$ cat config.mk
export PLATFORM = sky130hd
export DESIGN_NAME = issueq_dispatch_ctrl_flat
export DESIGN_NICKNAME = d
export VERILOG_FILES = /design/src/rtl/issueq_dispatch_ctrl_if.sv /design/src/rtl/issueq_dispatch_ctrl.sv /design/src/flat_wrapper.sv
export SDC_FILE = /design/constraint.sdc
export NUM_CORES = 1
export LEC_CHECK = 0
export CAP_MARGIN = 0
export CORE_AREA = 2 2 252 254
export CTS_CLUSTER_DIAMETER = 50
export DETAILED_ROUTE_END_ITERATION = 7
export DIE_AREA = 0 0 254 256
export PLACE_DENSITY = 0.75
export SYNTH_ARGS = -nofsm -noshare
export SYNTH_HDL_FRONTEND = slang
export SYNTH_SLANG_ARGS = --single-unit
$ cat constraint.sdc
create_clock -name clk -period 2.5 [get_ports clk]
set_input_delay 0.5 -clock clk [delete_from_list [all_inputs] [get_ports clk]]
set_output_delay 0.5 -clock clk [all_outputs]
set_load 0.02 [all_outputs]
$ cat src/rtl/issueq_dispatch_ctrl_if.sv
// Dispatch-side bus bundle between the rename/dispatch stage, free list, select logic
// and the issue-queue payload array, as seen by issueq_dispatch_ctrl.
interface issueq_dispatch_ctrl_if #(
   parameter int unsigned SIZE_ISSUEQ     = 32,
   parameter int unsigned SIZE_ISSUEQ_LOG = 5,
   parameter int unsigned PAYLOAD_W       = 64
);
   logic                        bundleValid_i;
   logic [4*PAYLOAD_W-1:0]      bundlePayload_i;
   logic                        stallUpstream_o;
   logic [SIZE_ISSUEQ_LOG:0]    cntInstIssueQ_i;
   logic [SIZE_ISSUEQ_LOG-1:0]  freeEntry0_i;
   logic [SIZE_ISSUEQ_LOG-1:0]  freeEntry1_i;
   logic [SIZE_ISSUEQ_LOG-1:0]  freeEntry2_i;
   logic [SIZE_ISSUEQ_LOG-1:0]  freeEntry3_i;
   logic                        backEndReady_o;
   logic [SIZE_ISSUEQ_LOG-1:0]  grantedEntry0_i;
   logic [SIZE_ISSUEQ_LOG-1:0]  grantedEntry1_i;
   logic [SIZE_ISSUEQ_LOG-1:0]  grantedEntry2_i;
   logic [SIZE_ISSUEQ_LOG-1:0]  grantedEntry3_i;
   logic                        grantedValid0_i;
   logic                        grantedValid1_i;
   logic                        grantedValid2_i;
   logic                        grantedValid3_i;
   logic                        ctrlMispredict_i;
   logic [SIZE_ISSUEQ-1:0]      mispredictVector_i;
   logic                        iqWrEn_o;
   logic [SIZE_ISSUEQ_LOG-1:0]  iqWrIndex0_o;
   logic [SIZE_ISSUEQ_LOG-1:0]  iqWrIndex1_o;
   logic [SIZE_ISSUEQ_LOG-1:0]  iqWrIndex2_o;
   logic [SIZE_ISSUEQ_LOG-1:0]  iqWrIndex3_o;
   logic [4*PAYLOAD_W-1:0]      iqWrData_o;
   logic [SIZE_ISSUEQ-1:0]      iqValidVector_o;

   modport master (
      output bundleValid_i, bundlePayload_i, cntInstIssueQ_i,
             freeEntry0_i, freeEntry1_i, freeEntry2_i, freeEntry3_i,
             grantedEntry0_i, grantedEntry1_i, grantedEntry2_i, grantedEntry3_i,
             grantedValid0_i, grantedValid1_i, grantedValid2_i, grantedValid3_i,
             ctrlMispredict_i, mispredictVector_i,
      input  stallUpstream_o, backEndReady_o, iqWrEn_o,
             iqWrIndex0_o, iqWrIndex1_o, iqWrIndex2_o, iqWrIndex3_o,
             iqWrData_o, iqValidVector_o
   );

   modport slave (
      input  bundleValid_i, bundlePayload_i, cntInstIssueQ_i,
             freeEntry0_i, freeEntry1_i, freeEntry2_i, freeEntry3_i,
             grantedEntry0_i, grantedEntry1_i, grantedEntry2_i, grantedEntry3_i,
             grantedValid0_i, grantedValid1_i, grantedValid2_i, grantedValid3_i,
             ctrlMispredict_i, mispredictVector_i,
      output stallUpstream_o, backEndReady_o, iqWrEn_o,
             iqWrIndex0_o, iqWrIndex1_o, iqWrIndex2_o, iqWrIndex3_o,
             iqWrData_o, iqValidVector_o
   );
endinterface

$ cat src/rtl/issueq_dispatch_ctrl.sv
// Issue-queue dispatch control: holds one dispatch bundle, allocates free-list entries,
// writes the payload array and tracks per-entry valid bits with a post-mispredict flush window.
module issueq_dispatch_ctrl #(
   parameter int unsigned SIZE_ISSUEQ     = 32,
   parameter int unsigned SIZE_ISSUEQ_LOG = 5,
   parameter int unsigned DISPATCH_WIDTH  = 4,
   parameter int unsigned ISSUE_WIDTH     = 4,
   parameter int unsigned PAYLOAD_W       = 64,
   parameter int unsigned FLUSH_CYCLES    = 2
) (
   input logic                   clk,
   input logic                   reset,
   issueq_dispatch_ctrl_if.slave bus
);
   localparam int unsigned IDX_W    = SIZE_ISSUEQ_LOG;
   localparam int unsigned OCC_W    = SIZE_ISSUEQ_LOG + 2;
   localparam int unsigned BUNDLE_W = DISPATCH_WIDTH * PAYLOAD_W;
   localparam int unsigned CNT_W    = (FLUSH_CYCLES > 1) ? $clog2(FLUSH_CYCLES) : 1;

   typedef enum logic {
      S_RUN   = 1'b0,
      S_FLUSH = 1'b1
   } state_e;

   state_e                state_q, state_d;
   logic [CNT_W-1:0]      flush_cnt_q, flush_cnt_d;
   logic                  bundle_vld_q, bundle_vld_d;
   logic [BUNDLE_W-1:0]   bundle_q, bundle_d;
   logic                  wr_en_q, wr_en_d;
   logic [IDX_W-1:0]      wr_idx_q [DISPATCH_WIDTH];
   logic [IDX_W-1:0]      wr_idx_d [DISPATCH_WIDTH];
   logic [BUNDLE_W-1:0]   wr_data_q, wr_data_d;
   logic [SIZE_ISSUEQ-1:0] valid_vec_q, valid_vec_d;

   logic [IDX_W-1:0]      free_idx [DISPATCH_WIDTH];
   logic [IDX_W-1:0]      gnt_idx  [ISSUE_WIDTH];
   logic                  gnt_vld  [ISSUE_WIDTH];
   logic                  space_c;
   logic                  ready_c;
   logic                  stall_c;
   logic [SIZE_ISSUEQ-1:0] set_mask, gnt_mask, squash_mask;

   assign free_idx[0] = bus.freeEntry0_i;
   assign free_idx[1] = bus.freeEntry1_i;
   assign free_idx[2] = bus.freeEntry2_i;
   assign free_idx[3] = bus.freeEntry3_i;
   assign gnt_idx[0]  = bus.grantedEntry0_i;
   assign gnt_idx[1]  = bus.grantedEntry1_i;
   assign gnt_idx[2]  = bus.grantedEntry2_i;
   assign gnt_idx[3]  = bus.grantedEntry3_i;
   assign gnt_vld[0]  = bus.grantedValid0_i;
   assign gnt_vld[1]  = bus.grantedValid1_i;
   assign gnt_vld[2]  = bus.grantedValid2_i;
   assign gnt_vld[3]  = bus.grantedValid3_i;

   // Handshake: entries freed this cycle are deliberately not credited to the space check
   always_comb begin
      space_c = (OCC_W'(bus.cntInstIssueQ_i) + OCC_W'(DISPATCH_WIDTH)) <= OCC_W'(SIZE_ISSUEQ);
      ready_c = (state_q == S_RUN) & bundle_vld_q & space_c & ~bus.ctrlMispredict_i;
      stall_c = (state_q != S_RUN) | bus.ctrlMispredict_i | (bundle_vld_q & ~ready_c);
   end

   assign bus.backEndReady_o  = ready_c;
   assign bus.stallUpstream_o = stall_c;

   // Next-state: flush FSM, bundle register, write port and valid vector
   always_comb begin
      state_d      = state_q;
      flush_cnt_d  = flush_cnt_q;
      bundle_vld_d = bundle_vld_q;
      bundle_d     = bundle_q;
      wr_en_d      = ready_c;
      wr_idx_d     = wr_idx_q;
      wr_data_d    = wr_data_q;
      set_mask     = '0;
      gnt_mask     = '0;
      squash_mask  = '0;

      case (state_q)
         S_RUN: begin
            if (bus.ctrlMispredict_i) begin
               state_d     = S_FLUSH;
               flush_cnt_d = CNT_W'(FLUSH_CYCLES - 1);
            end
         end
         S_FLUSH: begin
            if (bus.ctrlMispredict_i) begin
               flush_cnt_d = CNT_W'(FLUSH_CYCLES - 1);
            end else if (flush_cnt_q == '0) begin
               state_d = S_RUN;
            end else begin
               flush_cnt_d = flush_cnt_q - CNT_W'(1);
            end
         end
         default: state_d = S_RUN;
      endcase

      // Wrong-path bundle is discarded; load and drain may coincide for full throughput
      if (bus.ctrlMispredict_i) begin
         bundle_vld_d = 1'b0;
      end else if (bus.bundleValid_i && !stall_c) begin
         bundle_vld_d = 1'b1;
         bundle_d     = bus.bundlePayload_i;
      end else if (ready_c) begin
         bundle_vld_d = 1'b0;
      end

      if (ready_c) begin
         wr_data_d = bundle_q;
         for (int i = 0; i < DISPATCH_WIDTH; i++) begin
            wr_idx_d[i]           = free_idx[i];
            set_mask[free_idx[i]] = 1'b1;
         end
      end

      for (int j = 0; j < ISSUE_WIDTH; j++) begin
         if (gnt_vld[j]) gnt_mask[gnt_idx[j]] = 1'b1;
      end
      if (bus.ctrlMispredict_i) squash_mask = bus.mispredictVector_i;

      valid_vec_d = (valid_vec_q | set_mask) & ~gnt_mask & ~squash_mask;
   end

   always_ff @(posedge clk or negedge reset) begin
      if (!reset) begin
         state_q      <= S_RUN;
         flush_cnt_q  <= '0;
         bundle_vld_q <= 1'b0;
         bundle_q     <= '0;
         wr_en_q      <= 1'b0;
         for (int i = 0; i < DISPATCH_WIDTH; i++) wr_idx_q[i] <= '0;
         wr_data_q    <= '0;
         valid_vec_q  <= '0;
      end else begin
         state_q      <= state_d;
         flush_cnt_q  <= flush_cnt_d;
         bundle_vld_q <= bundle_vld_d;
         bundle_q     <= bundle_d;
         wr_en_q      <= wr_en_d;
         wr_idx_q     <= wr_idx_d;
         wr_data_q    <= wr_data_d;
         valid_vec_q  <= valid_vec_d;
      end
   end

   assign bus.iqWrEn_o        = wr_en_q;
   assign bus.iqWrIndex0_o    = wr_idx_q[0];
   assign bus.iqWrIndex1_o    = wr_idx_q[1];
   assign bus.iqWrIndex2_o    = wr_idx_q[2];
   assign bus.iqWrIndex3_o    = wr_idx_q[3];
   assign bus.iqWrData_o      = wr_data_q;
   assign bus.iqValidVector_o = valid_vec_q;
endmodule

$ cat src/flat_wrapper.sv
// flat-port wrapper written by rule: the top's interface ports become plain ports
module issueq_dispatch_ctrl_flat 
#(
   parameter int unsigned SIZE_ISSUEQ     = 32,
   parameter int unsigned SIZE_ISSUEQ_LOG = 5,
   parameter int unsigned DISPATCH_WIDTH  = 4,
   parameter int unsigned ISSUE_WIDTH     = 4,
   parameter int unsigned PAYLOAD_W       = 64,
   parameter int unsigned FLUSH_CYCLES    = 2
)
  (clk, reset, bus_bundleValid_i, bus_bundlePayload_i, bus_cntInstIssueQ_i, bus_freeEntry0_i, bus_freeEntry1_i, bus_freeEntry2_i, bus_freeEntry3_i, bus_grantedEntry0_i, bus_grantedEntry1_i, bus_grantedEntry2_i, bus_grantedEntry3_i, bus_grantedValid0_i, bus_grantedValid1_i, bus_grantedValid2_i, bus_grantedValid3_i, bus_ctrlMispredict_i, bus_mispredictVector_i, bus_stallUpstream_o, bus_backEndReady_o, bus_iqWrEn_o, bus_iqWrIndex0_o, bus_iqWrIndex1_o, bus_iqWrIndex2_o, bus_iqWrIndex3_o, bus_iqWrData_o, bus_iqValidVector_o);
  issueq_dispatch_ctrl_if #(.SIZE_ISSUEQ(SIZE_ISSUEQ), .SIZE_ISSUEQ_LOG(SIZE_ISSUEQ_LOG), .PAYLOAD_W(PAYLOAD_W)) bus_i ();
  input logic clk;
  input logic reset;
  input wire logic [$bits(bus_i.bundleValid_i)-1:0] bus_bundleValid_i;
  input wire logic [$bits(bus_i.bundlePayload_i)-1:0] bus_bundlePayload_i;
  input wire logic [$bits(bus_i.cntInstIssueQ_i)-1:0] bus_cntInstIssueQ_i;
  input wire logic [$bits(bus_i.freeEntry0_i)-1:0] bus_freeEntry0_i;
  input wire logic [$bits(bus_i.freeEntry1_i)-1:0] bus_freeEntry1_i;
  input wire logic [$bits(bus_i.freeEntry2_i)-1:0] bus_freeEntry2_i;
  input wire logic [$bits(bus_i.freeEntry3_i)-1:0] bus_freeEntry3_i;
  input wire logic [$bits(bus_i.grantedEntry0_i)-1:0] bus_grantedEntry0_i;
  input wire logic [$bits(bus_i.grantedEntry1_i)-1:0] bus_grantedEntry1_i;
  input wire logic [$bits(bus_i.grantedEntry2_i)-1:0] bus_grantedEntry2_i;
  input wire logic [$bits(bus_i.grantedEntry3_i)-1:0] bus_grantedEntry3_i;
  input wire logic [$bits(bus_i.grantedValid0_i)-1:0] bus_grantedValid0_i;
  input wire logic [$bits(bus_i.grantedValid1_i)-1:0] bus_grantedValid1_i;
  input wire logic [$bits(bus_i.grantedValid2_i)-1:0] bus_grantedValid2_i;
  input wire logic [$bits(bus_i.grantedValid3_i)-1:0] bus_grantedValid3_i;
  input wire logic [$bits(bus_i.ctrlMispredict_i)-1:0] bus_ctrlMispredict_i;
  input wire logic [$bits(bus_i.mispredictVector_i)-1:0] bus_mispredictVector_i;
  output wire logic [$bits(bus_i.stallUpstream_o)-1:0] bus_stallUpstream_o;
  output wire logic [$bits(bus_i.backEndReady_o)-1:0] bus_backEndReady_o;
  output wire logic [$bits(bus_i.iqWrEn_o)-1:0] bus_iqWrEn_o;
  output wire logic [$bits(bus_i.iqWrIndex0_o)-1:0] bus_iqWrIndex0_o;
  output wire logic [$bits(bus_i.iqWrIndex1_o)-1:0] bus_iqWrIndex1_o;
  output wire logic [$bits(bus_i.iqWrIndex2_o)-1:0] bus_iqWrIndex2_o;
  output wire logic [$bits(bus_i.iqWrIndex3_o)-1:0] bus_iqWrIndex3_o;
  output wire logic [$bits(bus_i.iqWrData_o)-1:0] bus_iqWrData_o;
  output wire logic [$bits(bus_i.iqValidVector_o)-1:0] bus_iqValidVector_o;
  assign bus_i.bundleValid_i = bus_bundleValid_i;
  assign bus_i.bundlePayload_i = bus_bundlePayload_i;
  assign bus_i.cntInstIssueQ_i = bus_cntInstIssueQ_i;
  assign bus_i.freeEntry0_i = bus_freeEntry0_i;
  assign bus_i.freeEntry1_i = bus_freeEntry1_i;
  assign bus_i.freeEntry2_i = bus_freeEntry2_i;
  assign bus_i.freeEntry3_i = bus_freeEntry3_i;
  assign bus_i.grantedEntry0_i = bus_grantedEntry0_i;
  assign bus_i.grantedEntry1_i = bus_grantedEntry1_i;
  assign bus_i.grantedEntry2_i = bus_grantedEntry2_i;
  assign bus_i.grantedEntry3_i = bus_grantedEntry3_i;
  assign bus_i.grantedValid0_i = bus_grantedValid0_i;
  assign bus_i.grantedValid1_i = bus_grantedValid1_i;
  assign bus_i.grantedValid2_i = bus_grantedValid2_i;
  assign bus_i.grantedValid3_i = bus_grantedValid3_i;
  assign bus_i.ctrlMispredict_i = bus_ctrlMispredict_i;
  assign bus_i.mispredictVector_i = bus_mispredictVector_i;
  assign bus_stallUpstream_o = bus_i.stallUpstream_o;
  assign bus_backEndReady_o = bus_i.backEndReady_o;
  assign bus_iqWrEn_o = bus_i.iqWrEn_o;
  assign bus_iqWrIndex0_o = bus_i.iqWrIndex0_o;
  assign bus_iqWrIndex1_o = bus_i.iqWrIndex1_o;
  assign bus_iqWrIndex2_o = bus_i.iqWrIndex2_o;
  assign bus_iqWrIndex3_o = bus_i.iqWrIndex3_o;
  assign bus_iqWrData_o = bus_i.iqWrData_o;
  assign bus_iqValidVector_o = bus_i.iqValidVector_o;
  issueq_dispatch_ctrl #(.SIZE_ISSUEQ(SIZE_ISSUEQ), .SIZE_ISSUEQ_LOG(SIZE_ISSUEQ_LOG), .DISPATCH_WIDTH(DISPATCH_WIDTH), .ISSUE_WIDTH(ISSUE_WIDTH), .PAYLOAD_W(PAYLOAD_W), .FLUSH_CYCLES(FLUSH_CYCLES)) u_core (.clk(clk), .reset(reset), .bus(bus_i));
endmodule
==> flow_metrics.py <==
metrics = {
    "grt": {
        "grt_max_degree": 78,
        "globalRoute.totalOverflow": 0,
        "top_usage_layer": "met2",
        "grt_usage_pct": 23.0,
        "met1_usage_pct": 28.2,
        "grt_pass1_wl_microns": 114000,
        "use_met2_pct": 38.3,
        "first_global_vias": 18400,
        "antenna_found_initial": 6,
        "grt_use_met3_pct": 5.87,
    },
    "synthesis": {
        "yosysWarnings": 0,
        "synth_top_area_share_pct": 55.2,
        "synthTopCellsByCount": "dfrtp_1 (568), mux2_4 (467), o22ai_1 (76), mux2_2 (36), nand2_1 (36)",
        "ys_seq_area_share_pct": 55.2,
        "synth_area_per_cell_sq_um": 16.0,
        "synthesis.instances": 1613,
        "synth_nets": 1955,
        "synth.largest_area_cell": "dfrtp_1",
        "yosys.cell_types.count": 41,
        "synth_edf_count": 0,
        "synth_area_sq_um": 25800,
        "synth_top_flop_cell": "dfrtp_1",
        "ys_top_cells_by_area": "dfrtp_1 (55%), mux2_4 (27%), buf_12 (2.6%), o22ai_1 (1.8%), mux2_2 (1.6%)",
        "post-synth-top-count-cell": "dfrtp_1",
        "ys_ff_latch": 568,
        "async_reset_ff_share_pct": 100,
    },
    "detailed_routing": {
        "drt_pass1_iterations": 7,
        "ant_nets": 0,
        "wl_microns": 75200,
        "drc_errors": 0,
        "vias": 16700,
        "wl_per_cell_microns": 23.1,
        "vias_per_cell": 5.14,
        "drtIter0Drc": 994,
    },
    "critical_path": {
        "worst-setup-path-type": "in -> out",
        "crit_path_max_incr_delay_ns": 0.40,
        "cp-start-kind": "input port",
        "crit_end": "bus_backEndReady_o",
        "reg2reg_setup_slack_ns": 0.54,
        "crit_chain": "clkdlybuf4s50_1 > o2111a_1 > and4bb_4 > dlygate4sd2_1",
        "r2r_end": "u_core.bus.iqWrData_o[197]",
        "crit_start": "bus_cntInstIssueQ_i[1]",
        "r2r_cells": 5,
        "r2r_start": "u_core.state_q",
        "critPathSlowestCell": "clkdlybuf4s50_1",
        "cp_data_required_time_ns": 2.00,
        "worstSetupEndpointType": "primary output",
        "cp_max_fo": 3,
        "critical_path_arrival_ns": 1.87,
    },
    "sta": {
        "whs_ns": 0.453,
        "finalHoldViolCount": 0,
        "fin_skew_ns": 0.0302,
        "fmax_ghz": 0.422,
        "setup_violations": 0,
        "finalCriticalPeriod_ns": 2.37,
        "setup_tns_ns": 0,
        "period_share_pct": 94.7,
        "worst_pin_slew_ns": 0.641,
        "rsz0062_at_grt": "false",
        "slew_violations": 0,
        "slew_headroom_pct": 57.2,
    },
    "run": {
        "maxCapViolations": 0,
    },
    "floorplanning": {
        "start_util_pct": 41.3,
        "row_count": 92,
        "die_h_microns": 256,
        "chipWidth_microns": 254,
        "die_area_sq_um": 65000,
        "coreArea_sq_um": 62400,
        "io_pins": 653,
    },
    "cts": {
        "cts_max_level": 3,
        "clock-root-buffer": "clkbuf_16",
        "cts_buffers": 69,
        "clock_latency_ns": 0.61,
        "clk_pin_slew_worst_paths_ns": 0.06,
        "cts_tree": "yes",
        "cts_max_path_buffers": 3,
        "cts_sinks": 568,
    },
    "cells_and_area": {
        "final_util_pct": 57.3,
        "fin_cells": 3254,
        "areaGrowthSynthToFinish_pct": 38.7,
        "drive_above_1_share_pct": 33.4,
        "fillers": 4839,
        "finalNetCount": 2693,
    },
    "power_and_ir_drop": {
        "ir_worst_vdd_v": 0.000600,
        "leakage_nw": 16.0,
        "power.density_nw_per_um2": 878,
    },
    "outcome": {
        "status": "complete, no violations",
    },
    "place": {
        "dp_hpwl_microns": 55500,
        "routabilityCongestion": 0.920,
        "placed_cells": 3125,
        "numPortBuffers": 652,
    },
    "worst_hold_path": {
        "hp-class": "in -> async",
    },
}
==> final cells by class <==
cell class	instances	area, sq um	area share, %
sequential	568	14200	39.8
multi-input combinational	926	10400	29.0
timing repair buffer	754	7620	21.3
clock buffer	86	1900	5.32
tap	846	1060	2.96
clock inverter	38	443	1.24
inverter	32	120	0.336
antenna	4	10.0	0.0280
==> where the power goes <==
part           internal [mW]  total (mW)  switching (mW)
sequential              11.4        12.9            1.50
combinational           5.06        8.32            3.26
clock                   6.03        10.2            4.13
total                   22.5        31.4            8.89
==> layer usage <==
metal	part of all wire [%]	wire, microns
met1	40	29800
met2	49	36900
met3	7.6	5690
met4	3.7	2820
met5	0.037	28
==> sequential cells by signal (all words and copies together), names as in the netlist <==
signal / cells
u_core.bus.iqValidVector_o: 32
u_core.bus.iqWrEn_o: 1
u_core.bundle_vld_q: 1
u_core.bus.iqWrData_o: 256
u_core.bundle_q: 256
u_core.flush_cnt_q: 1
u_core.bus.iqWrIndex2_o: 5
u_core.state_q: 1
u_core.bus.iqWrIndex1_o: 5
u_core.bus.iqWrIndex3_o: 5
u_core.bus.iqWrIndex0_o: 5
==> worst min-delay path by stage <==
stage               depth (start not counted)                startpoint                    to
finish                                      2                     reset  u_core.bundle_q[120]
global route                                2  bus_bundlePayload_i[236]  u_core.bundle_q[236]
CTS                                         2  bus_bundlePayload_i[246]  u_core.bundle_q[246]
detailed placement                          1        u_core.flush_cnt_q    u_core.flush_cnt_q
global placement                            1        u_core.flush_cnt_q        u_core.state_q
floorplan                                   0                     reset    u_core.bundle_q[0]
==> critical path, delay by kind of cell <==
family                 cells  cell delay (ns)
buffers and inverters      2             0.75
AND/OR/NAND/NOR            1             0.35
AO/OA/AOI/OAI              1             0.27
==> through the flow <==
stage	power [mW]	setup WS [ns]	instance area, sq um
global placement	21.0	-0.230	33400
finish	31.4	0.131	35700
floorplan	17.2	0.530	25800
global route	32.7	0.0923	35700
detailed placement	21.3	-0.212	33400
CTS	31.7	0.121	35700
==> repair_timing <==
item,in CTS,in global routing
gates resized for setup,2,0
setup endpoints to repair,2,0
hold endpoints to repair,49,0
hold buffers,1,0
buffers inserted,0,0
==> cell families (layout without fill, tap and decap cells) <==
kind of cell	after synthesis	after routing	share of synthesized area, %
flops	568	568	55.2
mux	532	532	30.0
simple gates	205	205	4.83
compound gates	189	189	5.35
buf+inv	119	910	4.62
other cells	0	4	0
==> layout by cell type (no fill, tap or decap), types with 5 or more instances in the layout <==
| cell type | count |
|---|---|
| clkdlybuf4s50_1 | 649 |
| dfrtp_1 | 568 |
| mux2_4 | 467 |
| o22ai_1 | 76 |
| buf_4 | 75 |
| clkbuf_16 | 71 |
| nand2_1 | 36 |
| mux2_2 | 36 |
| inv_1 | 32 |
| o21ai_2 | 32 |
| a21oi_2 | 31 |
| mux2_1 | 29 |
| nand3_1 | 28 |
| buf_12 | 26 |
| a22oi_1 | 24 |
| nand2b_1 | 17 |
| nor2_1 | 16 |
| or3_1 | 16 |
| nor3_1 | 14 |
| clkinv_2 | 14 |
| o21ai_0 | 13 |
| nand3b_1 | 12 |
| or3b_2 | 12 |
| nand4b_1 | 12 |
| nor4bb_1 | 12 |
| nand4_1 | 8 |
| nor2b_1 | 8 |
| clkbuf_1 | 8 |
| clkbuf_8 | 7 |
| clkinvlp_4 | 5 |
| bufinv_16 | 5 |
(Power assumes the default switching activity.)
